## src/rtl/dispatch_2_infill.sv

```systemverilog
// Round-robin 1-to-2 stream dispatcher with a 2-entry buffer on each output.
// Downstream almost_full gates new dispatch; buffered beats keep draining.

module dispatch_2_infill_buf #(
    parameter int DWIDTH = 8
) (
    input  logic              clk,
    input  logic              rst,
    input  logic              push,
    input  logic [DWIDTH-1:0] push_data,
    input  logic              ready,
    output logic [DWIDTH-1:0] data,
    output logic              valid,
    output logic              full
);

    logic [DWIDTH-1:0] mem [2];
    logic              wr_ptr;
    logic              rd_ptr;
    logic [1:0]        count;
    logic              pop;

    assign pop   = valid && ready;
    assign valid = (count != 2'd0);
    assign full  = (count == 2'd2);
    assign data  = mem[rd_ptr];

    // NOTE: sequential state uses non-blocking assignments so every register
    // samples the pre-edge values; blocking here would create order-dependent logic.
    always_ff @(posedge clk or posedge rst) begin
        if (rst) begin
            wr_ptr <= 1'b0;
            rd_ptr <= 1'b0;
            count  <= 2'd0;
            // NOTE: the two storage words are reset too, because out_data must read 0
            // after reset; larger memories would normally be left unreset.
            mem[0] <= '0;
            mem[1] <= '0;
        end else begin
            if (push) begin
                mem[wr_ptr] <= push_data;
                wr_ptr      <= ~wr_ptr;
            end
            if (pop) begin
                rd_ptr <= ~rd_ptr;
            end
            unique case ({push, pop})
                2'b10:   count <= count + 2'd1;
                2'b01:   count <= count - 2'd1;
                default: count <= count;
            endcase
        end
    end

endmodule

module dispatch_2_infill #(
    parameter int DWIDTH = 8,
    parameter int CNT_W  = 32
) (
    input  logic              clk,
    input  logic              rst,
    input  logic [DWIDTH-1:0] in_data,
    input  logic              in_valid,
    output logic              in_ready,
    output logic [DWIDTH-1:0] out_data_0,
    output logic              out_valid_0,
    input  logic              out_ready_0,
    input  logic              out_almost_full_0,
    output logic [DWIDTH-1:0] out_data_1,
    output logic              out_valid_1,
    input  logic              out_ready_1,
    input  logic              out_almost_full_1,
    output logic [CNT_W-1:0]  cnt_0,
    output logic [CNT_W-1:0]  cnt_1,
    output logic [CNT_W-1:0]  stall_cnt
);

    localparam logic [CNT_W-1:0] CNT_ONE = {{(CNT_W-1){1'b0}}, 1'b1};

    logic full_0;
    logic full_1;
    logic elig_0;
    logic elig_1;
    logic sel;
    logic last;
    logic accept;
    logic push_0;
    logic push_1;

    // Eligibility uses registered occupancy only, so out_ready never reaches in_ready.
    assign elig_0   = !full_0 && !out_almost_full_0;
    assign elig_1   = !full_1 && !out_almost_full_1;
    assign in_ready = (elig_0 || elig_1) && !rst;
    assign accept   = in_valid && in_ready;

    // NOTE: always_comb assigns a default first so no path leaves sel unassigned,
    // which would otherwise infer a latch.
    always_comb begin
        sel = 1'b0;
        if (elig_0 && elig_1) begin
            sel = ~last;
        end else if (elig_1) begin
            sel = 1'b1;
        end
    end

    assign push_0 = accept && !sel;
    assign push_1 = accept && sel;

    dispatch_2_infill_buf #(.DWIDTH(DWIDTH)) u_buf_0 (
        .clk       (clk),
        .rst       (rst),
        .push      (push_0),
        .push_data (in_data),
        .ready     (out_ready_0),
        .data      (out_data_0),
        .valid     (out_valid_0),
        .full      (full_0)
    );

    dispatch_2_infill_buf #(.DWIDTH(DWIDTH)) u_buf_1 (
        .clk       (clk),
        .rst       (rst),
        .push      (push_1),
        .push_data (in_data),
        .ready     (out_ready_1),
        .data      (out_data_1),
        .valid     (out_valid_1),
        .full      (full_1)
    );

    // last starts at 1 so the first dispatch after reset goes to output 0.
    always_ff @(posedge clk or posedge rst) begin
        if (rst) begin
            last      <= 1'b1;
            cnt_0     <= '0;
            cnt_1     <= '0;
            stall_cnt <= '0;
        end else begin
            if (accept) begin
                last <= sel;
            end
            if (push_0) begin
                cnt_0 <= cnt_0 + CNT_ONE;
            end
            if (push_1) begin
                cnt_1 <= cnt_1 + CNT_ONE;
            end
            if (in_valid && !in_ready) begin
                stall_cnt <= stall_cnt + CNT_ONE;
            end
        end
    end

endmodule
```

## config.mk

```make
export PLATFORM = sky130hd
export DESIGN_NAME = dispatch_2_infill
export DESIGN_NICKNAME = d
export VERILOG_FILES = /design/src/rtl/dispatch_2_infill.sv
export SDC_FILE = /design/constraint.sdc
export NUM_CORES = 1
export LEC_CHECK = 0
export CORE_MARGIN = 1.5
export CORE_UTILIZATION = 51
export CTS_CLUSTER_DIAMETER = 80
export CTS_CLUSTER_SIZE = 28
export DETAILED_ROUTE_END_ITERATION = 10
export PLACE_DENSITY = 0.89
export SYNTH_ARGS = -nofsm -noshare
export SYNTH_HDL_FRONTEND = slang
export SYNTH_SLANG_ARGS = --single-unit
```

## constraint.sdc

```tcl
create_clock -name clk -period 6.15 [get_ports clk]
set_input_delay 0.9225 -clock clk [delete_from_list [all_inputs] [get_ports clk]]
set_output_delay 0.9225 -clock clk [all_outputs]
set_load 0.1 [all_outputs]
```

# [Word-level counts from Yosys, hierarchy flattened]
# Cells that the tools add are included.
[totals] ff_bits=137 out_inout_bits=115
[classes] muxes=16 n_lt_le_gt_ge=6 eq_ne=6 n_addsub=7 reduce_logical=24 bitwise_logic=9
[op_table] operator="$add 32x1->32 const B" n=3
[op_table] operator="$mux 8" n=8
[op_table] operator="$bwmux 16" n=2
[op_table] operator="$demux 8 s1" n=2
[op_table] operator="$logic_and 1x1->1" n=12
[op_table] operator="$eq 2x2->1 const B" n=4
[op_table] operator="$ge 2x2->1 const B" n=4
[op_table] operator="$not 1->2" n=4
[op_table] operator="$pmux 2 s2" n=2
[op_table] operator="$reduce_bool 2->1" n=4
[op_table] operator="$logic_not 1->1" n=7
[op_table] operator="$not 1->1" n=5
[op_table] operator="$add 2x1->2 const B" n=2
[op_table] operator="$eq 2x1->1 const B" n=2
[op_table] operator="$lt 2x1->1 const B" n=2
[op_table] operator="$sub 2x1->2 const B" n=2
[op_table] operator="$mux 1" n=2
[op_table] operator="$logic_or 1x1->1" n=1

# [Depth between registers and ports, before layout]
[depth] ltp_word=9 depth_mapped=7 depth_no_buf=7

# [Cells and area by module]
# Synthesis repeated with hierarchy kept, for this count alone.
[unflattened] hier_cells=493 hier_area_um2=6159.7
[by_module_without_submodules] module="dispatch_2_infill" area_per_inst_um2=4322.9 n_inst=1 seq_area_each_um2=2428.6 cells_each=373
[by_module_without_submodules] module="dispatch_2_infill_buf" area_per_inst_um2=918.4 n_inst=2 seq_area_each_um2=500.5 cells_each=60

# [Least setup slack after synthesis]
# OpenSTA, ideal clock, no wires.
[synth_path] kind="input to output" from="input port out_almost_full_0" to="output port in_ready" path_stages=2 path_slack_ns=2.828 arrival_time_ns=2.400 path_cell_list="o22a_1 nor2_1"
[synth_via] elab_chain_cells=4
[synth_lines] element="start, declared" line_no="69" source="input logic out_almost_full_0,"
[synth_lines] element="$logic_not 1->1" line_no="92" source="assign elig_0 = !full_0 && !out_almost_full_0;"
[synth_lines] element="$logic_and 1x1->1" line_no="92"
[synth_lines] element="$logic_or 1x1->1" line_no="94" source="assign in_ready = (elig_0 || elig_1) && !rst;"
[synth_lines] element="$logic_and 1x1->1" line_no="94"
[synth_lines] element="end, declared" line_no="65" source="output logic in_ready,"
# No other way between the ends.

# [Final worst setup path]
# Ends and elaborated chain as after synthesis.

==> reports/results.ini <==
[status]
status = complete, no violations

[global_route]
grt-busiest-layer = met2
antenna_found_initial = 0
grtUsageMet2_pct = 38.8
grt_overflow = 0
grt_usage_pct = 23.1
grt_pass1_wl_mm = 23.6
grt_pass1_vias = 4742
met1_usage_pct = 28.9
met3_usage_pct = 5.31
grt_max_degree = 84

[power]
switching_share_pct = 43.2
ir_worst_vdd_v = 0.000535
p_per_area_mw_per_mm2 = 495
seqPwrFrac_pct = 30.4
leakage_nw = 3.57
power.internal_mw = 2.36
comb_power_share_pct = 41.1
finalPower_mw = 4.16
power.switching_mw = 1.80
power.share.clock_pct = 28.5

[layout]
layout_commonest_cell = dfrtp_1
final_cell_mix = dfrtp_1 (136), clkdlybuf4s50_1 (129), xnor2_1 (74)
postLayoutCellArea_mm2 = 0.00840
diodes = 0
fillCellCount = 815
finish.utilization_pct = 70.3
drive_gt1_share_pct = 14.9
syn_to_final_growth_pct = 34.4
seq_area_mm2 = 0.00343
final_nets = 679
multi_input_area_mm2 = 0.00277

[die]
fp-row-count = 40
initial_utilization_pct = 52.3
ios = 130
die_x_um = 114
die_y_um = 114
core_area_mm2 = 0.0120
die_area_mm2 = 0.0129

[critical_path]
path_buf_inv = 2
ff2ff_path_depth = 5
end_kind = output pin
worst_setup_path_start_kind = input port
crit_chain = clkdlybuf4s50_1 > o22a_1 > nor2_1 > clkdlybuf4s50_1
crit_fanout = 5
max_stage_delay_ns = 1.19
crit_family = buffers and inverters
arrival_ns = 3.04
cp_slowest_cell = clkdlybuf4s50_1
cp_common_cell = clkdlybuf4s50_1
cp.depth = 4
worstSetupPathType = input port to output pin
cp.required_ns = 5.23

[clocking]
cts_made_buffers = 17
cts_tree = yes
cts_sinks = 137
insertion_delay_ns = 0.41
cts_root_buf = clkbuf_16
cts-resized-gates = 0
cts_buffer_depth = 2
hold_buffers = 0
cts.reportedPaths.clkPinSlew_ns = 0.06
cts_max_level = 4
cts_setup_buffers = 0

[yosys]
synth_nets = 535
netlist_instances = 515
ys_types = 43
synth_ff_type = dfrtp_1
yosysSeqAreaShare_pct = 54.9
synth-seq-cells = 137
async_flop_share_pct = 100
synth_edf_count = 0
synth_warnings = 0
synth_area_mm2 = 0.00625
syn_avg_cell_area_um2 = 12.1

[sta]
finalHoldViolCount = 0
worst_pin_slew_ns = 1.02
maxClockFrequency_mhz = 252
final_max_slew_viol_count = 0
post-route-min-period_ns = 3.96
fin_crit_sh_pct = 64.5
setup_viol = 0
tns_ns = 0
grt_setup_unrepaired = no
timing.hold.ws_ns = 0.480
fin_worst_skew_ns = 0.0139
slew_headroom_pct = 31.6

[placement]
routabilityCongestion = 0.810
portBuffers = 129
place_area_mm2 = 0.00771
hpwl_mm = 9.90

[detailed_routing]
finalWirelength_mm = 14.1
routed_via_density = 5.56
wl_per_cell_um = 17.2
antenna_left = 0
drt_first_pass_iters = 4
drt-initial-drc-count = 376
vias = 4551
drc = 0

[job]
maxCapViolations = 0

[hold_path]
holdCritPathClass = flop to flop
whs_path_depth = 1

-- power groups by stage --
stage | clock, mW | combinational [mW] | sequential (mW)
floorplan | 0 | 1.07 | 1.53
global placement | 0 | 1.69 | 1.26
detailed placement | 0 | 1.72 | 1.27
CTS | 1.20 | 1.73 | 1.26
global route | 1.25 | 1.77 | 1.29
finish | 1.18 | 1.71 | 1.26
-- layout make-up --
class | instances | share of cell area (%)
Sequential cell | 137 | 40.8
Multi-Input combinational cell | 366 | 32.9
Timing Repair Buffer | 131 | 15.5
Clock buffer | 21 | 5.72
Clock inverter | 10 | 2.53
Tap cell | 147 | 2.19
Inverter | 6 | 0.298
-- per-layer routing --
| metal | wire, µm | vias to the layer above |
|---|---|---|
| met3 | 652 | 26 |
| met5 | 0 | - |
| met2 | 7270 | 135 |
| met4 | 293 | 0 |
| met1 | 5850 | 2293 |
| li1 | - | 2097 |
-- worst paths after layout --
path | startpoint | endpoint | slack, ns
setup / recovery | out_almost_full_0 | in_ready | 2.19
hold / removal | cnt_0[31] | cnt_0[31] | 0.48
setup reg to reg | last | u_buf_0.mem[8] | 3.66
hold reg to reg | cnt_0[31] | cnt_0[31] | 0.48
max in group asynchronous | rst | cnt_0[7] | 3.68
min in group asynchronous | rst | u_buf_0.count[0] | 1.22
-- kinds of logic after synthesis --
family / share of synthesized area, %
adders and majority gates: 1.00
AOI/OAI and AO/OA: 1.28
and+or+nand+nor: 18.5
muxes: 9.01
DFF: 54.9
buffers and inverters: 0.881
xor gates and xnor gates: 14.4
-- state kept, by name (all words and copies together) (netlist names) --
name	count
cnt_0	32
cnt_1	32
last	1
stall_cnt	32
u_buf_0.count	2
u_buf_0.mem	16
u_buf_0.rd_ptr	1
u_buf_0.wr_ptr	1
u_buf_1.count	2
u_buf_1.mem	16
u_buf_1.rd_ptr	1
u_buf_1.wr_ptr	1
-- cells in the mapped netlist (3+ instances only) --
| master | instances | share of area [%] |
|---|---|---|
| dfrtp_1 | 136 | 54 |
| xnor2_1 | 74 | 10 |
| mux2_2 | 42 | 7.6 |
| nand3_1 | 40 | 3.2 |
| nand2_1 | 39 | 2.3 |
| xor2_1 | 29 | 4.1 |
| nor2_1 | 28 | 1.7 |
| nand4_1 | 27 | 2.7 |
| and3_1 | 12 | 1.2 |
| and4_1 | 10 | 1.4 |
| mux2_1 | 8 | 1.4 |
| nor3_1 | 8 | 0.64 |
| ha_1 | 5 | 1.0 |
| inv_1 | 5 | 0.30 |
| and2_1 | 4 | 0.40 |
| nor3_2 | 4 | 0.64 |
| nor4_1 | 4 | 0.40 |
| a21oi_1 | 3 | 0.24 |
| nand2b_1 | 3 | 0.30 |
| or2_2 | 3 | 0.30 |
-- worst register-to-register path: stages, from the launching register on --
cell and delay (ns):
dfstp_2 0.53, nor2_1 0.07, a2111oi_4 0.88, inv_2 0.21, nor2_4 0.31, mux2_2 0.37
-- metrics by stage --
stage / std cells / setup WS, ns
global route: 818 / 2.11
CTS: 818 / 2.18
global placement: 787 / 2.20
detailed placement: 787 / 2.18
floorplan: 515 / 1.56
finish: 818 / 2.19
Power figures use the tool's default switching activity.
